===== src/rtl/ddr3_pg_pkg.sv =====
// ddr3_pg_pkg
// Constants and types shared by the page-transfer initiator (ring sequencer)
// and the DDR3 page transfer controller.
//   PG_ADDR_W   : width of a DDR3 app address
//   PG_STRIDE   : app-address units per page (256 beats x 8)
//   REQS_PER_PG : app requests (beats) per page
//   pg_op_t     : transfer direction as carried on pg_optype
//   pg_state_t  : handshake FSM states of the sequencer
//   page_addr() : start address of page idx, modulo the app address width
package ddr3_pg_pkg;

    localparam int PG_ADDR_W   = 28;
    localparam int PG_STRIDE   = 2048;
    localparam int REQS_PER_PG = 256;

    typedef enum logic {
        OPREAD  = 1'b0,
        OPWRITE = 1'b1
    } pg_op_t;

    typedef enum logic [1:0] {
        S_IDLE,
        S_REQ,
        S_REL,
        S_DONE
    } pg_state_t;

    // Arithmetic is done in PG_ADDR_W bits so the result wraps exactly like
    // the app address bus does.
    function automatic logic [PG_ADDR_W-1:0] page_addr(
        input logic [PG_ADDR_W-1:0] base,
        input logic [PG_ADDR_W-1:0] idx,
        input int                   stride
    );
        return base + idx * PG_ADDR_W'(stride);
    endfunction

endpackage


===== src/rtl/ddr3_pg_ring_sequencer_if.sv =====
// ddr3_pg_ring_sequencer_if
// Page-transfer request/acknowledge handshake between the ring sequencer
// (master) and the DDR3 page transfer controller (slave).
//   pg_req      : master -> slave, request held until pg_ack is seen
//   pg_optype   : master -> slave, 0 = read from DDR3, 1 = write to DDR3
//   pg_req_addr : master -> slave, DDR3 app start address of the page
//   pg_ack      : slave -> master, acknowledge; must be released again
//                 before the master starts another transfer
interface ddr3_pg_ring_sequencer_if;
    import ddr3_pg_pkg::*;

    logic                 pg_req;
    logic                 pg_optype;
    logic [PG_ADDR_W-1:0] pg_req_addr;
    logic                 pg_ack;

    modport master (
        output pg_req,
        output pg_optype,
        output pg_req_addr,
        input  pg_ack
    );

    modport slave (
        input  pg_req,
        input  pg_optype,
        input  pg_req_addr,
        output pg_ack
    );

endinterface


===== src/rtl/pg_ring_ptr.sv =====
// pg_ring_ptr
// Ring index counter: advances by one on inc and wraps from N-1 back to 0.
// The wrap is explicit so N need not be a power of two.
//   clk : clock
//   rst : synchronous active-high reset, index returns to 0
//   inc : advance the index this cycle
//   ptr : current index, 0 .. N-1
module pg_ring_ptr #(
    parameter int N = 16,
    parameter int W = $clog2(N)
) (
    input  logic         clk,
    input  logic         rst,
    input  logic         inc,
    output logic [W-1:0] ptr
);

    logic [W-1:0] ptr_reg;
    logic [W-1:0] ptr_next;

    always_comb begin
        ptr_next = ptr_reg;
        if (inc) begin
            ptr_next = (ptr_reg == W'(N - 1)) ? '0 : ptr_reg + 1'b1;
        end
    end

    always_ff @(posedge clk) begin
        if (rst) begin
            ptr_reg <= '0;
        end else begin
            ptr_reg <= ptr_next;
        end
    end

    assign ptr = ptr_reg;

endmodule


===== src/rtl/ddr3_pg_ring_sequencer.sv =====
// ddr3_pg_ring_sequencer
// Initiator side of the DDR3 page-transfer handshake. DDR3 is managed as a
// ring of N_PAGES fixed-size pages: producer "page ready" pulses become page
// writes at wr_ptr, consumer "page wanted" pulses become page reads at rd_ptr.
//   clk, rst            : clock, synchronous active-high reset
//   wr_pg_req           : 1-cycle pulse, DPRAM holds a page to store
//   rd_pg_req           : 1-cycle pulse, consumer wants the oldest page
//   clear_err           : clears the sticky error flags
//   pg                  : request/ack handshake to the transfer controller
//   wr_pg_done          : 1-cycle pulse, a page write completed
//   rd_pg_done          : 1-cycle pulse, a page read completed
//   busy                : handshake FSM is not idle
//   pg_count            : pages currently stored in the ring
//   full, empty         : pg_count == N_PAGES, pg_count == 0
//   wr_drop_err         : sticky, a write pulse arrived while one was pending
//   rd_drop_err         : sticky, a read pulse arrived while one was pending
//   timeout_err         : sticky, pg_ack took ACK_TIMEOUT cycles or more
module ddr3_pg_ring_sequencer
    import ddr3_pg_pkg::*;
#(
    parameter int                   N_PAGES        = 16,
    parameter logic [PG_ADDR_W-1:0] BASE_ADDR      = 28'h0,
    parameter int                   PG_ADDR_STRIDE = PG_STRIDE,
    parameter int                   ACK_TIMEOUT    = 65535,
    localparam int                  PTR_W          = $clog2(N_PAGES),
    localparam int                  CNT_W          = $clog2(N_PAGES + 1)
) (
    input  logic                       clk,
    input  logic                       rst,
    input  logic                       wr_pg_req,
    input  logic                       rd_pg_req,
    input  logic                       clear_err,
    ddr3_pg_ring_sequencer_if.master   pg,
    output logic                       wr_pg_done,
    output logic                       rd_pg_done,
    output logic                       busy,
    output logic [CNT_W-1:0]           pg_count,
    output logic                       full,
    output logic                       empty,
    output logic                       wr_drop_err,
    output logic                       rd_drop_err,
    output logic                       timeout_err
);

    localparam int WR_IDX = 0;
    localparam int RD_IDX = 1;

    // ---------------------------------------------------------------
    // Ring pointers: index WR_IDX is the write pointer, RD_IDX the read one
    // ---------------------------------------------------------------
    logic [PTR_W-1:0] ptr_val [2];
    logic [1:0]       ptr_inc;

    genvar gi;
    generate
        for (gi = 0; gi < 2; gi++) begin : g_ptr
            pg_ring_ptr #(
                .N (N_PAGES),
                .W (PTR_W)
            ) u_ptr (
                .clk (clk),
                .rst (rst),
                .inc (ptr_inc[gi]),
                .ptr (ptr_val[gi])
            );
        end
    endgenerate

    // ---------------------------------------------------------------
    // State
    // ---------------------------------------------------------------
    pg_state_t            state_reg,      state_next;
    logic                 pg_req_reg,     pg_req_next;
    pg_op_t               optype_reg,     optype_next;
    logic [PG_ADDR_W-1:0] addr_reg,       addr_next;
    pg_op_t               last_op_reg,    last_op_next;
    logic [CNT_W-1:0]     count_reg,      count_next;
    logic                 wr_done_reg,    wr_done_next;
    logic                 rd_done_reg,    rd_done_next;
    logic                 wr_pending_reg, wr_pending_next;
    logic                 rd_pending_reg, rd_pending_next;
    logic                 wr_drop_reg,    wr_drop_next;
    logic                 rd_drop_reg,    rd_drop_next;
    logic                 tmo_err_reg,    tmo_err_next;
    logic [31:0]          tmo_cnt_reg,    tmo_cnt_next;

    logic wr_elig;
    logic rd_elig;
    logic choose_wr;
    logic wr_take;
    logic rd_take;
    logic in_handshake;

    assign wr_elig = wr_pending_reg && (count_reg < CNT_W'(N_PAGES));
    assign rd_elig = rd_pending_reg && (count_reg != '0);

    // With both eligible, alternate away from the last completed operation.
    assign choose_wr = wr_elig && (!rd_elig || (last_op_reg == OPREAD));

    assign in_handshake = (state_reg == S_REQ) || (state_reg == S_REL);

    // ---------------------------------------------------------------
    // Handshake FSM, next state and registered outputs
    // ---------------------------------------------------------------
    always_comb begin
        state_next   = state_reg;
        pg_req_next  = pg_req_reg;
        optype_next  = optype_reg;
        addr_next    = addr_reg;
        last_op_next = last_op_reg;
        count_next   = count_reg;
        wr_done_next = 1'b0;
        rd_done_next = 1'b0;
        wr_take      = 1'b0;
        rd_take      = 1'b0;
        ptr_inc      = '0;

        case (state_reg)
            S_IDLE: begin
                if (wr_elig || rd_elig) begin
                    pg_req_next = 1'b1;
                    state_next  = S_REQ;
                    if (choose_wr) begin
                        wr_take     = 1'b1;
                        optype_next = OPWRITE;
                        addr_next   = page_addr(BASE_ADDR, PG_ADDR_W'(ptr_val[WR_IDX]),
                                                PG_ADDR_STRIDE);
                    end else begin
                        rd_take     = 1'b1;
                        optype_next = OPREAD;
                        addr_next   = page_addr(BASE_ADDR, PG_ADDR_W'(ptr_val[RD_IDX]),
                                                PG_ADDR_STRIDE);
                    end
                end
            end

            S_REQ: begin
                if (pg.pg_ack) begin
                    pg_req_next = 1'b0;
                    state_next  = S_REL;
                end
            end

            S_REL: begin
                // The controller must drop its ack before the page counts as
                // transferred, so back-to-back requests never see a stale ack.
                if (!pg.pg_ack) begin
                    state_next = S_DONE;
                end
            end

            S_DONE: begin
                if (optype_reg == OPWRITE) begin
                    ptr_inc[WR_IDX] = 1'b1;
                    count_next      = count_reg + 1'b1;
                    wr_done_next    = 1'b1;
                end else begin
                    ptr_inc[RD_IDX] = 1'b1;
                    count_next      = count_reg - 1'b1;
                    rd_done_next    = 1'b1;
                end
                last_op_next = optype_reg;
                state_next   = S_IDLE;
            end

            default: begin
                state_next  = S_IDLE;
                pg_req_next = 1'b0;
            end
        endcase
    end

    // ---------------------------------------------------------------
    // Pending requests, sticky errors, ack timeout
    // ---------------------------------------------------------------
    always_comb begin
        // A pulse on the very cycle its pending bit is consumed is a fresh
        // request, not a drop.
        wr_pending_next = wr_pg_req || (wr_pending_reg && !wr_take);
        rd_pending_next = rd_pg_req || (rd_pending_reg && !rd_take);

        // A new error event outranks clear_err on the same cycle.
        wr_drop_next = (wr_pg_req && wr_pending_reg && !wr_take) ? 1'b1 :
                       (clear_err ? 1'b0 : wr_drop_reg);
        rd_drop_next = (rd_pg_req && rd_pending_reg && !rd_take) ? 1'b1 :
                       (clear_err ? 1'b0 : rd_drop_reg);

        tmo_err_next = (in_handshake && (tmo_cnt_reg == 32'(ACK_TIMEOUT))) ? 1'b1 :
                       (clear_err ? 1'b0 : tmo_err_reg);

        // Counts cycles spent in the current handshake state and saturates,
        // so a stuck controller cannot wrap it back below the threshold.
        tmo_cnt_next = tmo_cnt_reg;
        if (state_next != state_reg) begin
            tmo_cnt_next = '0;
        end else if (in_handshake && (tmo_cnt_reg != 32'(ACK_TIMEOUT))) begin
            tmo_cnt_next = tmo_cnt_reg + 1'b1;
        end
    end

    always_ff @(posedge clk) begin
        if (rst) begin
            state_reg      <= S_IDLE;
            pg_req_reg     <= 1'b0;
            optype_reg     <= OPREAD;
            addr_reg       <= '0;
            last_op_reg    <= OPREAD;
            count_reg      <= '0;
            wr_done_reg    <= 1'b0;
            rd_done_reg    <= 1'b0;
            wr_pending_reg <= 1'b0;
            rd_pending_reg <= 1'b0;
            wr_drop_reg    <= 1'b0;
            rd_drop_reg    <= 1'b0;
            tmo_err_reg    <= 1'b0;
            tmo_cnt_reg    <= '0;
        end else begin
            state_reg      <= state_next;
            pg_req_reg     <= pg_req_next;
            optype_reg     <= optype_next;
            addr_reg       <= addr_next;
            last_op_reg    <= last_op_next;
            count_reg      <= count_next;
            wr_done_reg    <= wr_done_next;
            rd_done_reg    <= rd_done_next;
            wr_pending_reg <= wr_pending_next;
            rd_pending_reg <= rd_pending_next;
            wr_drop_reg    <= wr_drop_next;
            rd_drop_reg    <= rd_drop_next;
            tmo_err_reg    <= tmo_err_next;
            tmo_cnt_reg    <= tmo_cnt_next;
        end
    end

    // ---------------------------------------------------------------
    // Outputs
    // ---------------------------------------------------------------
    assign pg.pg_req      = pg_req_reg;
    assign pg.pg_optype   = optype_reg;
    assign pg.pg_req_addr = addr_reg;

    assign wr_pg_done  = wr_done_reg;
    assign rd_pg_done  = rd_done_reg;
    assign busy        = (state_reg != S_IDLE);
    assign pg_count    = count_reg;
    assign full        = (count_reg == CNT_W'(N_PAGES));
    assign empty       = (count_reg == '0);
    assign wr_drop_err = wr_drop_reg;
    assign rd_drop_err = rd_drop_reg;
    assign timeout_err = tmo_err_reg;

endmodule


===== src/flat_wrapper.sv =====
// flat-port wrapper written by rule: the top's interface ports become plain ports
module ddr3_pg_ring_sequencer_flat import ddr3_pg_pkg::*;
#(
    parameter int                   N_PAGES        = 16,
    parameter logic [PG_ADDR_W-1:0] BASE_ADDR      = 28'h0,
    parameter int                   PG_ADDR_STRIDE = PG_STRIDE,
    parameter int                   ACK_TIMEOUT    = 65535,
    localparam int                  PTR_W          = $clog2(N_PAGES),
    localparam int                  CNT_W          = $clog2(N_PAGES + 1)
)
  (clk, rst, wr_pg_req, rd_pg_req, clear_err, wr_pg_done, rd_pg_done, busy, pg_count, full, empty, wr_drop_err, rd_drop_err, timeout_err, pg_pg_req, pg_pg_optype, pg_pg_req_addr, pg_pg_ack);
  ddr3_pg_ring_sequencer_if pg_i ();
  input  logic clk;
  input  logic rst;
  input  logic wr_pg_req;
  input  logic rd_pg_req;
  input  logic clear_err;
  output logic wr_pg_done;
  output logic rd_pg_done;
  output logic busy;
  output logic [CNT_W-1:0] pg_count;
  output logic full;
  output logic empty;
  output logic wr_drop_err;
  output logic rd_drop_err;
  output logic timeout_err;
  output wire logic [$bits(pg_i.pg_req)-1:0] pg_pg_req;
  output wire logic [$bits(pg_i.pg_optype)-1:0] pg_pg_optype;
  output wire logic [$bits(pg_i.pg_req_addr)-1:0] pg_pg_req_addr;
  input wire logic [$bits(pg_i.pg_ack)-1:0] pg_pg_ack;
  assign pg_pg_req = pg_i.pg_req;
  assign pg_pg_optype = pg_i.pg_optype;
  assign pg_pg_req_addr = pg_i.pg_req_addr;
  assign pg_i.pg_ack = pg_pg_ack;
  ddr3_pg_ring_sequencer #(.N_PAGES(N_PAGES), .BASE_ADDR(BASE_ADDR), .PG_ADDR_STRIDE(PG_ADDR_STRIDE), .ACK_TIMEOUT(ACK_TIMEOUT)) u_core (.clk(clk), .rst(rst), .wr_pg_req(wr_pg_req), .rd_pg_req(rd_pg_req), .clear_err(clear_err), .pg(pg_i), .wr_pg_done(wr_pg_done), .rd_pg_done(rd_pg_done), .busy(busy), .pg_count(pg_count), .full(full), .empty(empty), .wr_drop_err(wr_drop_err), .rd_drop_err(rd_drop_err), .timeout_err(timeout_err));
endmodule

===== config.mk =====
export PLATFORM = sky130hd
export DESIGN_NAME = ddr3_pg_ring_sequencer_flat
export DESIGN_NICKNAME = d
export VERILOG_FILES = /design/src/rtl/ddr3_pg_pkg.sv /design/src/rtl/ddr3_pg_ring_sequencer_if.sv /design/src/rtl/pg_ring_ptr.sv /design/src/rtl/ddr3_pg_ring_sequencer.sv /design/src/flat_wrapper.sv
export SDC_FILE = /design/constraint.sdc
export NUM_CORES = 1
export LEC_CHECK = 0
export CORE_ASPECT_RATIO = 1.2
export CORE_MARGIN = 4
export CORE_UTILIZATION = 50
export CTS_CLUSTER_SIZE = 40
export DETAILED_ROUTE_END_ITERATION = 6
export PLACE_DENSITY = 0.77
export SYNTH_ARGS = -nofsm -noshare
export SYNTH_HDL_FRONTEND = slang
export SYNTH_SLANG_ARGS = --single-unit
export TNS_END_PERCENT = 100

===== constraint.sdc =====
create_clock -name clk -period 2.3 [get_ports clk]
set_clock_uncertainty 0.15 [all_clocks]
set_input_delay 0.46 -clock clk [delete_from_list [all_inputs] [get_ports clk]]
set_output_delay 0.46 -clock clk [all_outputs]
set_load 0.005 [all_outputs]

==> run_results.csv, run 1 <==
group,metric,value,unit
outcome,status,"finished, final reports clean",
synthesis,syn-mean-instance-area,9.13,sq um
worst_hold_path,hp-class,"register to register",
clocking,numCtsBuffers,9,
synthesis,ys_warn_count,0,
clocking,clockRootBuffer,"clkbuf_8",
finish,fillers,602,
synthesis,async_flop_share,0,%
critical_path,crit_fanout,18,
synthesis,yosys.cell_count.top_type,"dfxtp_1",
finish,syn2layout_area_growth,19.1,%
global_routing,grt_pass1_wl,12500,um
run,cap_violations,0,
synthesis,ys_seq_area_share,35.2,%
die,die_area,8340,sq um
synthesis,yosys.cell_types.count,55,
placed_design,dp_hpwl,5440,um
placed_design,place_area,3860,sq um
route,num_vias,2928,
global_routing,grt_max_degree,30,
global_routing,grt_usage,18.4,%
critical_path,crit_required,2.39,ns
power_and_ir_drop,p_total,2.46,mW
synthesis,synthTopCellsByCount,"dfxtp_1, buf_4, nand2_1, nor2_1, nor3_2",
placed_design,gp_congestion,0.826,
clocking,clockBufferDepth,2,
synthesis,synthTopCellsByArea,"dfxtp_1, nor3_2, buf_4",
timing,fin_crit_sh,95.1,%
power_and_ir_drop,power_leakage,1.47,nW
clocking,clkTransAtPathRegs,0.07,ns
die,die_w,84.0,um
critical_path,cp-start-kind,"register",
synthesis,syn_area,3470,sq um
route,via_per_inst,5.72,
synthesis,syn_inst,380,
placed_design,port_buffers,24,
global_routing,antenna_found_initial,0,
finish,drive_above_1_share,22.6,%
finish,design_area,4130,sq um
global_routing,first_global_vias,2736,
clocking,htreeDepth,3,
synthesis,ys_ff_latch,61,
synthesis,synth_edf_count,0,
die,num_rows,33,
power_and_ir_drop,p_per_area,595,nW/um^2
timing,final_hold_viol_count,0,
timing,rsz0062_at_grt,"no",
synthesis,synth_top_area_share,35.2,%
route,initialDrtViolationCount,75,
route,route.detailed.drc,0,
die,die_height,99.3,um
timing,clock.fmax,0.457,GHz
critical_path,worst_ep_arrival_time,2.27,ns
die,start_util,50.9,%
timing,finalSetupTns,0,ns
route,wirelength,7630,um
finish,diodes,0,
timing,drv_slew,0,
power_and_ir_drop,ir_drop,0.000557,V
critical_path,critPathCaptureType,"register",
die,core_area,6810,sq um
synthesis,synth_top_area_cell,"dfxtp_1",
critical_path,critPathKind,"register to register",
clocking,worst_skew_pair.late_latency,0.34,ns
clocking,cts_hold_buffers,0,
synthesis,synth_flop_cell,"dfxtp_1",
timing,period_needed,2.19,ns
finish,largest_register_ffs,32,
clocking,numClockSinks,61,
route,antenna_left,0,
clocking,tritoncts,"built",
finish,layout.nets,437,
die,ios,49,
route,wl_per_cell,14.9,um
global_routing,overflow,0,
route,first_pass_iters,7,
timing,setup-violations-final,0,
[final timing paths]
kind	startpoint	end	slack, ns	cells after the start
setup / recovery	u_core.pg_count[1]	u_core.tmo_cnt_reg[4]	0.11	7
hold / removal	u_core.last_op_reg	u_core.last_op_reg	0.33	2
setup reg to reg	u_core.pg_count[1]	u_core.tmo_cnt_reg[4]	0.11	7
hold reg to reg	u_core.last_op_reg	u_core.last_op_reg	0.33	2
[per-layer routing]
metal	vias up	global-route usage, %	wire (um)
met1	1426	18.9	3020
met3	18	3.81	283
li1	1414	-	-
met2	70	34.3	4140
met5	-	0	0
met4	0	10.4	186
[critical path, cell delays in order (launching register included)]
cell and delay (ns):
dfxtp_1 0.31, or4_4 0.54, buf_4 0.17, o21ai_1 0.12, and3_2 0.27, o211ai_4 0.13
buf_12 0.18, a2111oi_2 0.21
[power by group]
group | internal [mW] | leakage, nW | switching (mW)
logic | 0.124 | 0.859 | 0.169
registers | 1.07 | 0.493 | 0.0130
clock network | 0.666 | 0.116 | 0.412
total | 1.86 | 1.47 | 0.595
[final cells by class]
class                           count  area [sq um]  area share [%]
Multi-Input combinational cell    286          2050            49.5
Timing Repair Buffer               51           490            11.9
Tap cell                           87           109            2.63
Clock buffer                       12           155            3.75
Sequential cell                    61          1220            29.5
Inverter                           11          41.3           0.999
Clock inverter                      4          70.1            1.69
[cells in the final DEF, fill, tap and decap left out, types with 3 or more instances in the layout]
cell type / instances
a211oi_1: 6
a211oi_2: 7
a21o_1: 3
a21oi_1: 17
and3_1: 7
buf_12: 4
buf_4: 23
clkbuf_8: 11
clkdlybuf4s50_1: 22
conb_1: 24
dfxtp_1: 61
ha_1: 9
inv_1: 10
mux2i_1: 7
nand2_1: 25
nand3_1: 12
nand4_1: 8
nor2_1: 25
nor3_1: 3
nor3_2: 24
nor4_1: 9
nor4_2: 5
o2111ai_1: 3
o21ai_0: 9
o31ai_1: 7
or2_4: 3
or3_1: 5
or4_1: 5
xnor2_1: 16
xor2_1: 12
[kinds of logic after synthesis]
group                      after synthesis  share of synthesized area [%]
AOI/OAI and AO/OA                       70                           15.6
muxes                                    7                           2.02
xor gates and xnor gates                28                           7.07
other                                    1                          0.108
and+or+nand+nor                        146                           25.9
adders and majority gates               11                           4.18
buffers and inverters                   56                           9.99
DFF                                     61                           35.2
[repair_timing]
| item | CTS | global route |
|---|---|---|
| setup buffers | 1 | 0 |
| pin swaps | 1 | 0 |
| resized for setup | 2 | 12 |
| setup endpoints to repair | 2 | 12 |
| hold endpoints to repair | 0 | 0 |
[stage by stage]
step           util (%)  hold WS [ns]  setup WS [ns]  std cells
6_report           60.7         0.328          0.113        512
2_1_floorplan         -         0.294         0.0704        403
3_5_place_dp       56.6         0.318       -0.00943        495
5_1_grt            60.7         0.359         0.0335        512
3_3_place_gp       56.6         0.304        0.00410        495
4_1_cts            60.0         0.331         0.0116        512
Note: power is estimated with default switching activity, not from simulation.
==> inputs of run 2 (changes only) <==
--- a/config.mk
+++ b/config.mk
@@ -8,9 +8,10 @@
 export CORE_ASPECT_RATIO = 1.2
 export CORE_MARGIN = 4
 export CORE_UTILIZATION = 50
+export CTS_CLUSTER_DIAMETER = 100
 export CTS_CLUSTER_SIZE = 40
 export DETAILED_ROUTE_END_ITERATION = 6
-export PLACE_DENSITY = 0.77
+export PLACE_DENSITY = 0.85
 export SYNTH_ARGS = -nofsm -noshare
 export SYNTH_HDL_FRONTEND = slang
 export SYNTH_SLANG_ARGS = --single-unit
==> run 2 against run 1 <==
Combinational power is 1% lower. Count of clock-buffer cells in the layout is 1 lower. Register-to-register slack barely moved. Via count down 1.9%. Highest routed layer unchanged.
==> run_results.csv, run 2 (same netlist as run 1, synthesis figures left out) <==
group,metric,value,unit
clocking,numClockSinks,61,
placed_design,placed_cells,493,
die,die_area,8340,sq um
placed_design,dp_hpwl,5190,um
clocking,clockRootBuffer,"clkbuf_8",
die,num_rows,33,
outcome,status,"finished, final reports clean",
critical_path,cp_num_buf_inv,3,
critical_path,cp-start-kind,"register",
finish,fillers,576,
timing,final_hold_viol_count,0,
clocking,htreeDepth,3,
clocking,numCtsBuffers,9,
timing,fin_crit_sh,97.0,%
global_routing,overflow,0,
power_and_ir_drop,power_leakage,1.45,nW
run,cap_violations,0,
finish,final_common_cell,"dfxtp_1",
finish,layout_common_cells,"dfxtp_1, nor2_1, nand2_1, conb_1, nor3_2",
route,initialDrtViolationCount,87,
power_and_ir_drop,p_per_area,600,nW/um^2
die,ios,49,
critical_path,critPathKind,"register to output port",
route,via_per_inst,5.63,
finish,finalNonFillerCells,510,
timing,finalSetupTns,0,ns
critical_path,cp_cell_sequence,"inv_1 > ha_2 > inv_2 > clkdlybuf4s50_1",
route,num_vias,2871,
worst_hold_path,hp-class,"register to register",
die,core_area,6810,sq um
placed_design,dp_slack,-0.0386,ns
critical_path,critPathCaptureType,"output port",
clocking,tritoncts,"built",
global_routing,antenna_found_initial,0,
timing,setup-violations-final,0,
timing,period_needed,2.23,ns
route,wirelength,7360,um
route,first_pass_iters,4,
finish,multiInputGateArea,2050,sq um
critical_path,worst_ep_arrival_time,1.62,ns
global_routing,grt_max_degree,30,
clocking,clockBufferDepth,2,
route,wl_per_cell,14.4,um
clocking,clkTransAtPathRegs,0.08,ns
global_routing,first_global_vias,2707,
timing,clock.fmax,0.448,GHz
route,route.detailed.drc,0,
critical_path,cpLargestDelayFamily,"buffers and inverters",
critical_path,crit_fanout,6,
critical_path,crit_slowest_cell,"clkdlybuf4s50_1",
placed_design,port_buffers,24,
finish,layout.nets,435,
placed_design,gp_congestion,0.854,
route,antenna_left,0,
timing,drv_slew,0,
clocking,worst_skew_pair.late_latency,0.35,ns
power_and_ir_drop,ir_drop,0.000802,V
die,die_w,84.0,um
finish,seq_area,1220,sq um
global_routing,grt_usage,17.8,%
finish,largest_register_ffs,32,
global_routing,grt_pass1_wl,12200,um
finish,syn2layout_area_growth,18.5,%
critical_path,crit_required,1.69,ns
finish,finalCoreUtilization,60.3,%
timing,fin_ws,0.0696,ns
die,die_height,99.3,um
die,start_util,50.9,%
critical_path,max_stage_delay,0.50,ns
finish,diodes,0,
finish,drive_above_1_share,22.0,%
-- run 2: worst paths after layout --
kind | depth (start not counted) | slack [ns] | to | from
setup / recovery | 4 | 0.07 | busy | u_core.state_reg[0]
hold / removal | 2 | 0.33 | u_core.last_op_reg | u_core.last_op_reg
setup reg to reg | 7 | 0.11 | u_core.tmo_cnt_reg[27] | u_core.state_reg[0]
hold reg to reg | 2 | 0.33 | u_core.last_op_reg | u_core.last_op_reg
-- run 2: tightest hold or removal path, delay by kind of cell, from the launching register on --
family | cells | cell delay (ns)
AND/OR/NAND/NOR | 1 | 0.06
flip-flops | 1 | 0.31
AO/OA/AOI/OAI | 1 | 0.06
-- run 2: area by class of cell --
type	count	share of cell area (%)
clock inverter	5	2.01
inverter	11	1.00
clock buffer	11	3.44
sequential	61	29.7
tap	87	2.65
multi-input combinational	286	49.9
timing repair buffer	49	11.3
-- run 2: repair_timing --
item	CTS	global route
hold buffers	0	0
pin swaps	1	1
setup buffers	1	0
setup endpoints to repair	3	17
resized for setup	3	10
-- run 2: layer usage --
| metal | GRT usage [%] | vias to the layer above | routed length, um |
|---|---|---|---|
| li1 | - | 1411 | - |
| met1 | 19.0 | 1379 | 2870 |
| met2 | 33.5 | 66 | 4030 |
| met3 | 5.05 | 15 | 332 |
| met4 | 5.45 | 0 | 122 |
| met5 | 0 | - | 0 |
-- run 2: metrics by stage --
step | power [mW] | area, sq um | hold WS [ns]
2_1_floorplan | 1.32 | 3560 | 0.294
6_report | 2.46 | 4110 | 0.327
3_3_place_gp | 1.39 | 3830 | 0.308
3_5_place_dp | 1.39 | 3830 | 0.314
5_1_grt | 2.55 | 4110 | 0.344
4_1_cts | 2.47 | 4060 | 0.325
-- run 2: where the power goes --
group / leakage, nW / total (mW) / switching [mW] / internal (mW)
logic: 0.846 / 0.290 / 0.169 / 0.121
registers: 0.493 / 1.09 / 0.0138 / 1.07
clock network: 0.114 / 1.09 / 0.442 / 0.644
==> inputs of run 3 (changes only) <==
--- a/config.mk
+++ b/config.mk
@@ -6,7 +6,7 @@
 export NUM_CORES = 1
 export LEC_CHECK = 0
 export CORE_ASPECT_RATIO = 1.2
-export CORE_MARGIN = 4
+export CORE_MARGIN = 1.5
 export CORE_UTILIZATION = 50
 export CTS_CLUSTER_DIAMETER = 100
 export CTS_CLUSTER_SIZE = 40
==> run 3 against run 2 <==
Cell count stayed put. Non-clock buffer count is 2 higher. Design area is 0.61% lower. Combinational power hardly changed. Count of clock-buffer cells in the layout is 1 higher. Worst setup slack better by 0.043 ns. Critical endpoint unchanged.
==> run_results.csv, run 3 (same netlist as run 1, synthesis figures left out) <==
group,metric,value,unit
outcome,status,"finished, final reports clean",
route,antenna_left,0,
clocking,clockRootBuffer,"clkbuf_8",
die,core_area,6770,sq um
die,die_area,7450,sq um
die,num_rows,33,
route,route.detailed.drc,0,
placed_design,place_area,3850,sq um
finish,layout.nets,437,
finish,diodes,0,
placed_design,gp_congestion,0.840,
timing,drv_slew,0,
critical_path,worst_ep_arrival_time,1.58,ns
power_and_ir_drop,p_per_area,564,nW/um^2
route,num_vias,2906,
timing,setup-violations-final,0,
finish,fillers,605,
timing,final_hold_viol_count,0,
clocking,clockBufferDepth,2,
die,ios,49,
finish,drive_above_1_share,21.3,%
timing,whs,0.324,ns
route,wl_per_cell,14.3,um
clocking,worst_skew_pair.late_latency,0.34,ns
finish,finalCoreUtilization,60.3,%
global_routing,antenna_found_initial,0,
clocking,numCtsBuffers,9,
placed_design,port_buffers,24,
finish,layout_common_cells,"dfxtp_1, nor2_1, nand2_1, conb_1",
critical_path,path_common_cell,"inv_1",
timing,fin_crit_sh,95.1,%
timing,rsz0062_at_grt,"yes",
clocking,htreeDepth,3,
timing,clock.fmax,0.457,GHz
global_routing,grt_max_degree,30,
critical_path,critPathCaptureType,"output port",
clocking,clkTransAtPathRegs,0.07,ns
worst_hold_path,hp-class,"register to register",
run,cap_violations,0,
clocking,numClockSinks,61,
critical_path,cp_cell_sequence,"inv_1 > ha_2 > inv_1 > clkdlybuf4s50_1",
critical_path,cp-start-kind,"register",
clocking,tritoncts,"built",
global_routing,first_global_vias,2764,
die,die_height,94.3,um
power_and_ir_drop,ir_drop,0.000404,V
global_routing,overflow,0,
critical_path,max_stage_delay,0.51,ns
timing,period_needed,2.19,ns
finish,final_common_cell,"dfxtp_1",
finish,design_area,4090,sq um
power_and_ir_drop,power_leakage,1.44,nW
finish,largest_register_ffs,32,
finish,syn2layout_area_growth,17.8,%
critical_path,crit_fanout,6,
critical_path,crit_required,1.69,ns
power_and_ir_drop,p_total,2.30,mW
die,die_w,79.0,um
route,initialDrtViolationCount,87,
route,via_per_inst,5.70,
route,wirelength,7310,um
critical_path,crit_slowest_cell,"clkdlybuf4s50_1",
critical_path,critPathKind,"register to output port",
global_routing,grt_pass1_wl,12200,um
timing,finalSetupTns,0,ns
route,first_pass_iters,5,
global_routing,grt_usage,20.9,%
clocking,cts_hold_buffers,0,
die,start_util,51.2,%
placed_design,dp_hpwl,5090,um
## run 3: layout make-up
cell class	instances	area [sq um]	share of cell area, %
Clock inverter	2	35.0	0.857
Sequential cell	61	1220	29.9
Clock buffer	12	145	3.55
Inverter	11	41.3	1.01
Tap cell	87	109	2.66
Multi-Input combinational cell	286	2040	50.0
Timing Repair Buffer	51	490	12.0
## run 3: final timing paths
path / from / endpoint / slack, ns / cells past startpoint
setup reg to reg: u_core.tmo_cnt_reg[0] / u_core.tmo_cnt_reg[2] / 0.13 / 7
setup / recovery: u_core.state_reg[0] / busy / 0.11 / 4
hold reg to reg: u_core.last_op_reg / u_core.last_op_reg / 0.32 / 2
hold / removal: u_core.last_op_reg / u_core.last_op_reg / 0.32 / 2
## run 3: metal layers
| metal | part of all wire, % | global-route usage (%) | up-vias | routed length (um) |
|---|---|---|---|---|
| met5 | 0 | 0 | - | 0 |
| met4 | 1.8 | 9.06 | 0 | 128 |
| met3 | 4.7 | 5.34 | 15 | 342 |
| met2 | 54 | 39.2 | 92 | 3970 |
| met1 | 39 | 21.7 | 1388 | 2870 |
| li1 | - | - | 1411 | - |
## run 3: repair_timing
action	4_1_cts	5_1_grt
buffers inserted	1	1
pin swaps	1	2
setup endpoints to repair	2	19
resized for setup	2	9
endpoints found under the hold margin	0	0
## run 3: critical path: cells and delay by family, from the launching register on
kind / cells / cell delay (ns)
buffers and inverters: 3 / 0.68
DFF: 1 / 0.33
adders and majority gates: 1 / 0.22
## run 3: where the power goes
| group | internal, mW | total, mW | leakage, nW | switching (mW) |
|---|---|---|---|---|
| Combinational | 0.124 | 0.289 | 0.858 | 0.165 |
| Sequential | 1.07 | 1.09 | 0.493 | 0.0127 |
| Clock | 0.517 | 0.928 | 0.0923 | 0.411 |
| Total | 1.72 | 2.30 | 1.44 | 0.589 |
## run 3: metrics by stage
step	worst slack, ns	instances
final	0.113	510
after global routing	-0.0146	510
after CTS	0.00668	509
after detailed placement	0.00282	494
after global placement	0.0589	494
after floorplan	0.0704	403
